`src/rtl/alu_op_issue.sv`:
```
// ID->EX issue register: decodes RV32I ALU-class instructions into an ALU operation code and operands,
// and holds them behind a valid/ready handshake with stall and flush handling.
module alu_op_issue #(
    parameter int DATA_WIDTH    = 32,
    parameter int OPCODE_LENGTH = 4
) (
    input  logic                     clk,
    input  logic                     reset_n,
    input  logic                     flush,
    input  logic                     in_valid,
    output logic                     in_ready,
    input  logic [31:0]              instr,
    input  logic [DATA_WIDTH-1:0]    rs1_data,
    input  logic [DATA_WIDTH-1:0]    rs2_data,
    input  logic [DATA_WIDTH-1:0]    imm,
    output logic                     out_valid,
    input  logic                     out_ready,
    output logic [DATA_WIDTH-1:0]    SrcA,
    output logic [DATA_WIDTH-1:0]    SrcB,
    output logic [OPCODE_LENGTH-1:0] Operation,
    output logic                     is_branch,
    output logic                     branch_inv,
    output logic                     illegal
);

    localparam logic [OPCODE_LENGTH-1:0] OP_AND = 4'b0000;
    localparam logic [OPCODE_LENGTH-1:0] OP_OR  = 4'b0001;
    localparam logic [OPCODE_LENGTH-1:0] OP_ADD = 4'b0010;
    localparam logic [OPCODE_LENGTH-1:0] OP_XOR = 4'b0011;
    localparam logic [OPCODE_LENGTH-1:0] OP_SLL = 4'b0100;
    localparam logic [OPCODE_LENGTH-1:0] OP_SRL = 4'b0101;
    localparam logic [OPCODE_LENGTH-1:0] OP_SUB = 4'b0110;
    localparam logic [OPCODE_LENGTH-1:0] OP_SRA = 4'b0111;
    localparam logic [OPCODE_LENGTH-1:0] OP_EQ  = 4'b1000;
    localparam logic [OPCODE_LENGTH-1:0] OP_SLT = 4'b1100;

    localparam logic [6:0] OPC_R      = 7'b0110011;
    localparam logic [6:0] OPC_I      = 7'b0010011;
    localparam logic [6:0] OPC_LOAD   = 7'b0000011;
    localparam logic [6:0] OPC_STORE  = 7'b0100011;
    localparam logic [6:0] OPC_JALR   = 7'b1100111;
    localparam logic [6:0] OPC_LUI    = 7'b0110111;
    localparam logic [6:0] OPC_BRANCH = 7'b1100011;

    localparam logic [6:0] F7_ZERO = 7'b0000000;
    localparam logic [6:0] F7_ALT  = 7'b0100000;

    logic [6:0] opcode;
    logic [2:0] funct3;
    logic [6:0] funct7;

    assign opcode = instr[6:0];
    assign funct3 = instr[14:12];
    assign funct7 = instr[31:25];

    logic [OPCODE_LENGTH-1:0] dec_op;
    logic [DATA_WIDTH-1:0]    dec_a;
    logic [DATA_WIDTH-1:0]    dec_b;
    logic                     dec_br;
    logic                     dec_inv;
    logic                     dec_ill;

    always_comb begin
        dec_op  = OP_ADD;
        dec_a   = rs1_data;
        dec_b   = rs2_data;
        dec_br  = 1'b0;
        dec_inv = 1'b0;
        dec_ill = 1'b0;
        unique case (opcode)
            OPC_R: begin
                unique case (funct3)
                    3'b000: begin
                        if (funct7 == F7_ZERO)     dec_op = OP_ADD;
                        else if (funct7 == F7_ALT) dec_op = OP_SUB;
                        else                       dec_ill = 1'b1;
                    end
                    3'b001: begin dec_op = OP_SLL; dec_ill = (funct7 != F7_ZERO); end
                    3'b010: begin dec_op = OP_SLT; dec_ill = (funct7 != F7_ZERO); end
                    3'b100: begin dec_op = OP_XOR; dec_ill = (funct7 != F7_ZERO); end
                    3'b110: begin dec_op = OP_OR;  dec_ill = (funct7 != F7_ZERO); end
                    3'b111: begin dec_op = OP_AND; dec_ill = (funct7 != F7_ZERO); end
                    3'b101: begin
                        if (funct7 == F7_ZERO)     dec_op = OP_SRL;
                        else if (funct7 == F7_ALT) dec_op = OP_SRA;
                        else                       dec_ill = 1'b1;
                    end
                    default: dec_ill = 1'b1;
                endcase
            end
            OPC_I: begin
                dec_b = imm;
                unique case (funct3)
                    3'b000: dec_op = OP_ADD;
                    3'b010: dec_op = OP_SLT;
                    3'b100: dec_op = OP_XOR;
                    3'b110: dec_op = OP_OR;
                    3'b111: dec_op = OP_AND;
                    3'b001: begin
                        // Shift amount comes from the instruction, not the sign-extended immediate.
                        dec_b   = {{(DATA_WIDTH-5){1'b0}}, instr[24:20]};
                        dec_op  = OP_SLL;
                        dec_ill = (funct7 != F7_ZERO);
                    end
                    3'b101: begin
                        dec_b = {{(DATA_WIDTH-5){1'b0}}, instr[24:20]};
                        if (funct7 == F7_ZERO)     dec_op = OP_SRL;
                        else if (funct7 == F7_ALT) dec_op = OP_SRA;
                        else                       dec_ill = 1'b1;
                    end
                    default: dec_ill = 1'b1;
                endcase
            end
            OPC_LOAD, OPC_STORE, OPC_JALR: begin
                dec_op = OP_ADD;
                dec_b  = imm;
            end
            OPC_LUI: begin
                dec_op = OP_ADD;
                dec_a  = '0;
                dec_b  = imm;
            end
            OPC_BRANCH: begin
                dec_br = 1'b1;
                unique case (funct3)
                    3'b000: begin dec_op = OP_EQ;  dec_inv = 1'b0; end
                    3'b001: begin dec_op = OP_EQ;  dec_inv = 1'b1; end
                    3'b100: begin dec_op = OP_SLT; dec_inv = 1'b0; end
                    3'b101: begin dec_op = OP_SLT; dec_inv = 1'b1; end
                    default: dec_ill = 1'b1;
                endcase
            end
            default: dec_ill = 1'b1;
        endcase
        // Unsupported instructions still issue, but as a harmless 0 + 0.
        if (dec_ill) begin
            dec_op  = OP_ADD;
            dec_a   = '0;
            dec_b   = '0;
            dec_br  = 1'b0;
            dec_inv = 1'b0;
        end
    end

    logic                     out_valid_q, out_valid_d;
    logic [DATA_WIDTH-1:0]    src_a_q, src_a_d;
    logic [DATA_WIDTH-1:0]    src_b_q, src_b_d;
    logic [OPCODE_LENGTH-1:0] operation_q, operation_d;
    logic                     is_branch_q, is_branch_d;
    logic                     branch_inv_q, branch_inv_d;
    logic                     illegal_q, illegal_d;
    logic                     load;

    assign in_ready = !out_valid_q || out_ready;
    assign load     = in_valid && in_ready;

    always_comb begin
        out_valid_d  = out_valid_q;
        src_a_d      = src_a_q;
        src_b_d      = src_b_q;
        operation_d  = operation_q;
        is_branch_d  = is_branch_q;
        branch_inv_d = branch_inv_q;
        illegal_d    = illegal_q;
        if (flush) begin
            out_valid_d = 1'b0;
        end else if (load) begin
            out_valid_d  = 1'b1;
            src_a_d      = dec_a;
            src_b_d      = dec_b;
            operation_d  = dec_op;
            is_branch_d  = dec_br;
            branch_inv_d = dec_inv;
            illegal_d    = dec_ill;
        end else if (out_ready) begin
            out_valid_d = 1'b0;
        end
    end

    always_ff @(posedge clk) begin
        if (!reset_n) begin
            out_valid_q  <= 1'b0;
            src_a_q      <= '0;
            src_b_q      <= '0;
            operation_q  <= OP_ADD;
            is_branch_q  <= 1'b0;
            branch_inv_q <= 1'b0;
            illegal_q    <= 1'b0;
        end else begin
            out_valid_q  <= out_valid_d;
            src_a_q      <= src_a_d;
            src_b_q      <= src_b_d;
            operation_q  <= operation_d;
            is_branch_q  <= is_branch_d;
            branch_inv_q <= branch_inv_d;
            illegal_q    <= illegal_d;
        end
    end

    assign out_valid  = out_valid_q;
    assign SrcA       = src_a_q;
    assign SrcB       = src_b_q;
    assign Operation  = operation_q;
    assign is_branch  = is_branch_q;
    assign branch_inv = branch_inv_q;
    assign illegal    = illegal_q;

endmodule

```
`config.mk`:
```
export PLATFORM = sky130hd
export DESIGN_NAME = alu_op_issue
export DESIGN_NICKNAME = d
export VERILOG_FILES = /design/src/rtl/alu_op_issue.sv
export SDC_FILE = /design/constraint.sdc
export NUM_CORES = 1
export LEC_CHECK = 0
export BUFFER_PORTS_ARGS = -buffer_cell sky130_fd_sc_hd__buf_2
export CAP_MARGIN = 5
export CORE_AREA = 5 5 95 97
export CTS_CLUSTER_SIZE = 25
export DETAILED_ROUTE_END_ITERATION = 8
export DIE_AREA = 0 0 100 102
export PLACE_DENSITY_LB_ADDON = 0.15
export SYNTH_ARGS = -nofsm -noshare
export SYNTH_HDL_FRONTEND = slang
export SYNTH_SLANG_ARGS = --single-unit
export TNS_END_PERCENT = 50
```
`constraint.sdc`:
```
create_clock -name clk -period 5.2 [get_ports clk]
set_input_delay 0.52 -clock clk [delete_from_list [all_inputs] [get_ports clk]]
set_output_delay 0.52 -clock clk [all_outputs]
set_load 0.01 [all_outputs]
```
==> flow_metrics.py <==
metrics = {
    "grt": {
        "antenna_found_initial": 0,
        "grt_overflow": 0,
        "grt_pass1_vias": 3170,
        "grt_max_degree": 37,
        "track_usage_pct": 18.3,
        "grt_first_pass_wirelength_mm": 15.1,
    },
    "synth": {
        "synth_nets": 515,
        "synth_top_family_by_area": "simple AND/OR/NAND/NOR gates",
        "yosys.area_share.adder_pct": 0,
        "synth_seq_cells": 72,
        "synthSimpleGateAreaFrac_pct": 25.9,
        "syn_inst": 382,
        "synth_edf_count": 0,
        "synth_ff_type": "dfxtp_1",
        "synth_compound_area_share_pct": 22.6,
        "synth.area.mux_share_pct": 0,
        "seq_area_frac_synth_pct": 45.6,
        "yosys.area_share.xor_xnor_pct": 0.277,
        "ys_async_sr_fraction_pct": 0,
        "syn_avg_cell_area_um2": 8.27,
        "yosysWarnings": 0,
        "ys_types": 40,
        "syn_area_mm2": 0.00316,
    },
    "power_and_ir_drop": {
        "peakVddDrop_mv": 0.147,
        "power_density_mw_per_mm2": 283,
        "p_leak_nw": 2.00,
        "finalPower_mw": 1.24,
    },
    "clock_network": {
        "clk_pin_slew_ns": 0.07,
        "clockRootBuffer": "clkbuf_8",
        "cts_tree": "done",
        "cts_sinks": 72,
        "clk_latency_ns": 0.34,
        "cts_buffers": 9,
        "clock_path_buffers": 2,
        "postCtsResizedCells": 0,
        "htree_num_levels": 3,
        "cts_hold_buffers": 0,
        "cts_setup_buffers": 0,
    },
    "sta": {
        "fin_skew_ns": 0.00875,
        "slew_violations": 0,
        "period_minus_slack_ns": 2.52,
        "final_hold_viol_count": 0,
        "fmaxAchievable_mhz": 398,
        "fin_crit_sh_pct": 48.4,
        "rsz0062_at_grt": "false",
        "relSlewSlack_pct": 27.9,
        "worst_pin_slew_ns": 1.08,
        "setup_viol": 0,
        "finalSetupTns_ns": 0,
    },
    "floorplanning": {
        "start_util_pct": 39.2,
        "fp.coreArea_mm2": 0.00805,
        "rows": 33,
        "die_y_um": 102,
        "io_pins": 206,
        "die_area_mm2": 0.0102,
        "die_w_um": 100,
    },
    "setup_path": {
        "end_kind": "register",
        "r2r_start": "out_valid",
        "cp_max_fo": 33,
        "reg2reg_depth": 5,
        "crit_required_ns": 5.36,
        "r2r_slack_ns": 2.73,
        "critPathKind": "in2reg",
        "r2r-end": "Operation[2]",
        "start_kind": "primary input",
        "arrival_ns": 2.68,
    },
    "detailed_routing": {
        "firstDrtPassIters": 4,
        "ant_nets": 0,
        "drc": 0,
        "viasPerCell": 5.16,
        "num_vias": 3437,
        "postRouteWirelength_mm": 9.90,
        "wire_per_inst_um": 14.9,
        "drtIter0Drc": 130,
    },
    "placed_design": {
        "portBuffers": 195,
        "dp_hpwl_mm": 7.19,
        "gp_routability_congestion": 0.834,
    },
    "finish": {
        "layout-drive-gt1-share_pct": 40.1,
        "syn_to_final_growth_pct": 38.6,
        "fillers": 814,
        "layout_common_cells": "buf_2, dfxtp_1, nand2_1",
        "layout_commonest_cell": "buf_2",
        "diodes": 0,
        "final_core_util_pct": 54.4,
        "nets": 689,
    },
    "min_path": {
        "whs_path_depth": 2,
        "holdCritStartpoint": "flush",
        "min_path_type": "in2reg",
        "hold_end": "out_valid",
    },
    "flow_run": {
        "cap_violations": 0,
    },
    "status": {
        "status": "completed",
    },
}
## logic make-up (layout without fill, tap and decap cells)
family	Yosys count	count (layout)
flip-flops	72	72
AND/OR/NAND/NOR	173	173
AO/OA/AOI/OAI	96	96
XOR/XNOR	1	1
buffers and inverters	40	219
## per-stage QoR
stage                     setup WS (ns)  std cells  area, um^2  hold WS, ns
after floorplan                    3.10        382        3160        0.476
after global placement             2.38        649        4140        0.429
after detailed placement           2.33        649        4140        0.438
after CTS                          2.65        665        4360        0.369
after global routing               2.48        666        4380        0.358
final                              2.68        666        4380        0.387
## layer usage
layer	part of all wire, %	global-route usage, %	wire length, um	up-vias
met5	0	0	0	-
met3	10	6.28	1030	7
met2	47	31.0	4670	136
met1	41	21.6	4090	1552
li1	-	-	-	1742
met4	1.1	6.74	108	0
## worst max-delay path by stage
stage / startpoint / to / slack [ns] / cells after the start
final: instr[3] / SrcB[18] / 2.68 / 6
after global routing: out_valid / Operation[2] / 2.48 / 5
after floorplan: instr[2] / SrcB[10] / 3.10 / 7
after global placement: instr[26] / Operation[2] / 2.38 / 6
after detailed placement: instr[26] / Operation[2] / 2.33 / 6
after CTS: instr[3] / SrcB[18] / 2.65 / 6
## registers in the layout (all words and copies together), names as in the netlist
signal	cells
out_valid	1
branch_inv	1
SrcB	32
Operation	4
is_branch	1
illegal	1
SrcA	32
## worst max-delay path, stage by stage
cell and delay, ns:
buf_2 0.09, nand3b_1 0.38, a2111oi_4 0.46, nand2_2 0.14, a41oi_4 0.90, nor3_1 0.17
## layout make-up
class / count / area, um^2 / share of cell area, %
Multi-Input combinational cell: 270 / 1550 / 35.4
Clock buffer: 11 / 141 / 3.23
Sequential cell: 72 / 1440 / 32.9
Clock inverter: 5 / 86.3 / 1.97
Tap cell: 105 / 131 / 3.00
Timing Repair Buffer: 199 / 1010 / 23.1
Inverter: 4 / 15.0 / 0.343
## synth_stat cells (2+ instances only)
cell	n	area, um^2
buf_2	3	15.0
nor2_1	41	154
nand2_1	46	173
nor2b_1	2	12.5
buf_6	3	33.8
nor3_1	29	145
a31oi_1	3	18.8
or3_1	2	12.5
clkbuf_1	28	105
a22oi_1	2	15.0
inv_1	4	15.0
o211ai_1	2	15.0
nand3b_1	7	52.6
or3b_1	2	17.5
nand3_1	34	170
clkbuf_2	2	10.0
dfxtp_1	72	1440
a211o_1	2	17.5
a221oi_1	32	280
o21ai_0	34	170
a211oi_1	7	52.6
a21oi_1	6	30.0
o41ai_1	2	17.5
## power breakdown
group / switching (mW) / internal (mW) / leakage, nW
clock network: 0.208 / 0.288 / 0.115
logic: 0.0922 / 0.0742 / 1.30
registers: 0.00790 / 0.569 / 0.585
(Power assumes the default switching activity.)
